## config.mk

```make
export PLATFORM = sky130hd
export DESIGN_NAME = gpio_fifo_ctrl
export DESIGN_NICKNAME = d
export VERILOG_FILES = /design/src/rtl/gpio_fifo_ctrl.sv
export SDC_FILE = /design/constraint.sdc
export NUM_CORES = 1
export LEC_CHECK = 0
export CORE_MARGIN = 3
export CORE_UTILIZATION = 53
export CTS_CLUSTER_DIAMETER = 50
export CTS_CLUSTER_SIZE = 30
export DETAILED_ROUTE_END_ITERATION = 8
export HOLD_SLACK_MARGIN = 0.05
export PLACE_DENSITY = 0.75
export SLEW_MARGIN = 20
export SYNTH_ARGS = -nofsm -noshare
export SYNTH_HDL_FRONTEND = slang
export SYNTH_SLANG_ARGS = --single-unit
```

## constraint.sdc

```tcl
create_clock -name wclk -period 3.4 [get_ports wclk]
set_input_delay 0.68 -clock wclk [delete_from_list [all_inputs] [get_ports wclk]]
set_output_delay 0.68 -clock wclk [all_outputs]
set_load 0.1 [all_outputs]
```

## src/rtl/gpio_fifo_ctrl.sv

```systemverilog
// GPIO controller: paced TX FIFO driving registered pad outputs, and an RX FIFO
// that records synchronized input-pin snapshots whenever an input pin changes.
module gpio_fifo_ctrl #(
    parameter int WIDTH       = 8,
    parameter int DEPTH       = 16,
    parameter int SYNC_STAGES = 2,
    parameter int PERIOD_W    = 8
) (
    input  logic                   wclk,
    input  logic                   rrst_n,
    input  logic [WIDTH-1:0]       tx_wdata,
    input  logic                   tx_winc,
    output logic                   tx_wfull,
    output logic [$clog2(DEPTH):0] tx_count,
    input  logic [PERIOD_W-1:0]    out_period,
    input  logic [WIDTH-1:0]       dir,
    input  logic [WIDTH-1:0]       gpio_in,
    output logic [WIDTH-1:0]       gpio_out,
    output logic [WIDTH-1:0]       gpio_oe,
    output logic [WIDTH-1:0]       rx_rdata,
    input  logic                   rx_rinc,
    output logic                   rx_rempty,
    output logic [$clog2(DEPTH):0] rx_count,
    output logic [1:0]             ovf_status,
    input  logic                   ovf_clr,
    input  logic                   irq_en,
    output logic                   irq
);

    localparam int AW = $clog2(DEPTH);
    localparam logic [AW:0]         PTR_ONE  = 1;
    localparam logic [PERIOD_W-1:0] PACE_ONE = 1;

    // TX FIFO and output pacing
    logic [WIDTH-1:0]    tx_mem [DEPTH];
    logic [AW:0]         tx_wptr, tx_rptr;
    logic [PERIOD_W-1:0] pace;
    logic                tx_empty, tx_push, tx_pop;

    // Input synchronizer and RX FIFO
    logic [WIDTH-1:0] sync_ff [SYNC_STAGES];
    logic [WIDTH-1:0] sync_in, prev_in, change;
    logic [WIDTH-1:0] rx_mem [DEPTH];
    logic [AW:0]      rx_wptr, rx_rptr;
    logic             rx_full, rx_cap, rx_push, rx_pop;
    logic [1:0]       ovf_set;

    always_comb begin
        tx_empty = (tx_wptr == tx_rptr);
        tx_wfull = (tx_wptr[AW] != tx_rptr[AW]) && (tx_wptr[AW-1:0] == tx_rptr[AW-1:0]);
        tx_count = tx_wptr - tx_rptr;
        tx_push  = tx_winc && !tx_wfull;
        tx_pop   = (pace == '0) && !tx_empty;
    end

    always_ff @(posedge wclk) begin
        if (tx_push)
            tx_mem[tx_wptr[AW-1:0]] <= tx_wdata;
    end

    // Counter reloads only on a pop and otherwise drains to 0 and parks there,
    // so a word arriving in an idle FIFO leaves on the very next edge.
    always_ff @(posedge wclk or negedge rrst_n) begin
        if (!rrst_n) begin
            tx_wptr  <= '0;
            tx_rptr  <= '0;
            pace     <= '0;
            gpio_out <= '0;
            gpio_oe  <= '0;
        end else begin
            gpio_oe <= dir;
            if (tx_push)
                tx_wptr <= tx_wptr + PTR_ONE;
            if (tx_pop) begin
                tx_rptr  <= tx_rptr + PTR_ONE;
                pace     <= out_period;
                gpio_out <= tx_mem[tx_rptr[AW-1:0]];
            end else if (pace != '0) begin
                pace <= pace - PACE_ONE;
            end
        end
    end

    always_ff @(posedge wclk or negedge rrst_n) begin
        if (!rrst_n) begin
            for (int unsigned i = 0; i < SYNC_STAGES; i++)
                sync_ff[i] <= '0;
            prev_in <= '0;
        end else begin
            sync_ff[0] <= gpio_in;
            for (int unsigned i = 1; i < SYNC_STAGES; i++)
                sync_ff[i] <= sync_ff[i-1];
            prev_in <= sync_in;
        end
    end

    always_comb begin
        sync_in   = sync_ff[SYNC_STAGES-1];
        change    = (sync_in ^ prev_in) & ~dir;
        rx_rempty = (rx_wptr == rx_rptr);
        rx_full   = (rx_wptr[AW] != rx_rptr[AW]) && (rx_wptr[AW-1:0] == rx_rptr[AW-1:0]);
        rx_count  = rx_wptr - rx_rptr;
        rx_rdata  = rx_mem[rx_rptr[AW-1:0]];
        rx_cap    = |change;
        // Fullness is judged before the edge: a same-cycle pop never frees a slot.
        rx_push   = rx_cap && !rx_full;
        rx_pop    = rx_rinc && !rx_rempty;
        ovf_set   = {rx_cap && rx_full, tx_winc && tx_wfull};
    end

    always_ff @(posedge wclk) begin
        if (rx_push)
            rx_mem[rx_wptr[AW-1:0]] <= sync_in;
    end

    always_ff @(posedge wclk or negedge rrst_n) begin
        if (!rrst_n) begin
            rx_wptr    <= '0;
            rx_rptr    <= '0;
            ovf_status <= '0;
            irq        <= 1'b0;
        end else begin
            if (rx_push)
                rx_wptr <= rx_wptr + PTR_ONE;
            if (rx_pop)
                rx_rptr <= rx_rptr + PTR_ONE;
            if (ovf_clr)
                ovf_status <= '0;
            else
                ovf_status <= ovf_status | ovf_set;
            irq <= irq_en && (!rx_rempty || (ovf_status != '0));
        end
    end

endmodule

```

==> impl_metrics.csv <==
group,metric,value,unit
final_layout,drive_above_1_share,0.237,
clock_network,htree_levels,1,
synth,yosysMostFrequentCell,"edfxtp_1",
setup_path,path_max_fanout,4,
clock_network,cts_tree,"done",
final_layout,antenna_cells,0,
drt,via_per_inst,5.84,
power_and_ir_drop,p_leak,5.56,nW
floorplanning,die_y,163,µm
floorplanning,die_w,163,µm
synth,synth_area_leader_cell,"edfxtp_1",
drt,vias,6671,
clock_network,ctsHoldBuffers,0,
setup_path,cp_data_required_time,2720,ps
global_routing,grt_max_degree,72,
sta,slew_viol_final,0,
sta,fmax,307,MHz
sta,fin_hold_ws,279,ps
synth,netlist_area,13000,µm²
clock_network,clockBufferDepth,3,
placement,io_buffers,76,
global_routing,antenna_found_initial,0,
synth,synth_top_area_frac,0.592,
clock_network,insertion_delay,540,ps
flow_run,drv_cap,0,
sta,fin_crit,3260,ps
min_path,hold_path_class,"input pin to asynchronous set/reset pin",
sta,slew_headroom,0.331,
floorplanning,core_area,23800,µm²
synth,synth_seq_cells,327,
synth,yosysUniqueCellTypes,54,
sta,setup_viol,0,
placement,post-dp-hpwl,18200,µm
clock_network,cts_buffers,26,
clock_network,clock_sinks,327,
drt,dr.pass1.iters,5,
drt,post-route-drc-count,0,
floorplanning,start_util,0.547,
synth,ys_seq_area_frac,0.729,
sta,post-route-period-util,0.959,
drt,wl,27100,µm
synth,yosys-top-cells-area,"edfxtp_1 (59%), dfrtp_1 (14%), mux4_2 (9.2%)",
drt,drtIter0Drc,627,
synth,synthArstFlopShare,0.217,
synth,synth-warning-count,0,
synth,synth_enable_flop_cells,256,
setup_path,endpoint_kind,"primary output",
placement,finalWeightedCongestion,0.841,
final_layout,syn_to_final_growth,19.1,%
final_layout,nets,863,
setup_path,cp.arrival,2580,ps
run_status,status,"finished, final reports clean",
setup_path,crit_path_start_kind,"flip-flop",
synth,ys.flop_type,"edfxtp_1",
global_routing,grt_use_total,0.209,
power_and_ir_drop,power_density,937,nW/µm²
synth,synthCells,697,
global_routing,grt_pass1_vias,6879,
setup_path,crit_type,"flip-flop to primary output",
global_routing,grt-ovfl-total,0,
sta,skew,17.0,ps
floorplanning,die-area,26400,µm²
clock_network,clockRootBuffer,"clkbuf_16",
sta,hold_viol_final,0,
power_and_ir_drop,ir_drop,1.72,mV
synth,synth.avg_cell_area,18.6,µm²
floorplanning,rows,56,
drt,drtAntennaViolNets,0,
synth,synth_nets,756,
synth,synth_common_cells,"edfxtp_1 (256), dfrtp_1 (71), mux4_2 (53), nand2_1 (51), xnor2_1 (28)",
sta,rsz0062_at_grt,"false",
clock_network,path_clk_slew,80,ps
clock_network,cts_resized,0,
floorplanning,io_pins,77,
final_layout,num-fill-cells,1547,
global_routing,grt_pass1_wl,41600,µm
sta,final.setup.tns,0,ps
sta,tightestPinTransition,1000,ps
drt,wl_per_cell,23.7,µm
clock_network,cts_setup_buffers,0,
[registers in the layout, summed over array words and instances, names as in the netlist]
name        count
gpio_out        8
prev_in         8
rx_mem        128
sync_in         8
tx_rptr         5
pace            8
irq             1
gpio_oe         8
rx_wptr         5
tx_wptr         5
tx_mem        128
sync_ff         8
ovf_status      2
rx_rptr         5
[per-layer routing]
metal,vias up,global-route usage,share of wire
met1,3441,0.286,0.39
met4,0,0.0550,0.027
met2,239,0.363,0.53
met3,50,0.0259,0.054
met5,-,0,0
li1,2941,-,-
[where the power goes]
part           internal [mW]  switching (mW)  total [mW]  leakage (nW)
Sequential              4.92           0.299        5.22          3.19
Combinational           2.19            3.80        5.99          1.91
Clock                   1.72            1.56        3.28         0.465
[stage by stage]
stage / area [µm²] / cells / setup slack (ps) / utilization / power, mW
2_1_floorplan: 13100 / 697 / 37.3 / - / 9.32
3_3_place_gp: 14500 / 1095 / 462 / 0.610 / 11.1
3_5_place_dp: 14500 / 1095 / 364 / 0.610 / 11.3
4_1_cts: 15400 / 1143 / 24.4 / 0.650 / 14.6
5_1_grt: 15500 / 1143 / 17.4 / 0.651 / 15.0
6_report: 15500 / 1143 / 139 / 0.651 / 14.5
[kinds of logic (layout without fill, tap and decap cells)]
group | Yosys count | after routing | share of synthesized area
compound gates | 54 | 54 | 0.0296
xor+xnor | 33 | 33 | 0.0223
fa+ha+maj | 21 | 21 | 0.0214
buf+inv | 48 | 175 | 0.0167
flops | 327 | 327 | 0.729
mux | 81 | 81 | 0.127
simple gates | 133 | 133 | 0.0540
[cell type report]
class                      instances  area [µm²]  area share
sequential                       327        9470       0.612
multi-input combinational        322        3430       0.222
timing repair buffer             104        1110      0.0720
clock buffer                      28         679      0.0439
tap                              319         399      0.0258
clock inverter                    20         283      0.0183
inverter                          23        87.6     0.00566
[worst paths after layout]
check                      slack, ps        start  cells after the start           end
max                              140   rx_wptr[0]                      8   rx_count[4]
min                              280       rrst_n                      1       pace[1]
max reg2reg                      310   tx_rptr[2]                      7  tx_mem[3][0]
min reg2reg                      350  sync_ff[12]                      0    sync_in[4]
max in group asynchronous       2440       rrst_n                      1    rx_rptr[0]
min in group wclk                350  sync_ff[12]                      0    sync_in[4]
[critical path: stages, from the launching register on]
cell and delay (ps):
dfrtp_1 440, inv_1 150, ha_1 160, inv_1 60
fa_1 440, a21o_1 200, a21oi_2 240, xnor2_4 160
buf_12 190
[layout by cell type, fill, tap and decap left out, types with 4 or more instances in the layout]
cell             count
buf_4               43
buf_12              18
and3_1              16
o21ai_0              8
a21o_1               4
mux2i_1             16
o22ai_1              4
clkbuf_16           27
o221ai_1             7
nand4_1              6
and2_1              16
a21oi_1             11
xnor2_1             24
edfxtp_1           256
clkdlybuf4s50_1     43
mux4_1              11
ha_1                19
a31oi_2              8
mux4_2              53
inv_1               20
dfrtp_1             69
nand2_1             51
nor2_1              16
inv_6                4
Note: power is estimated with default switching activity, not from simulation.
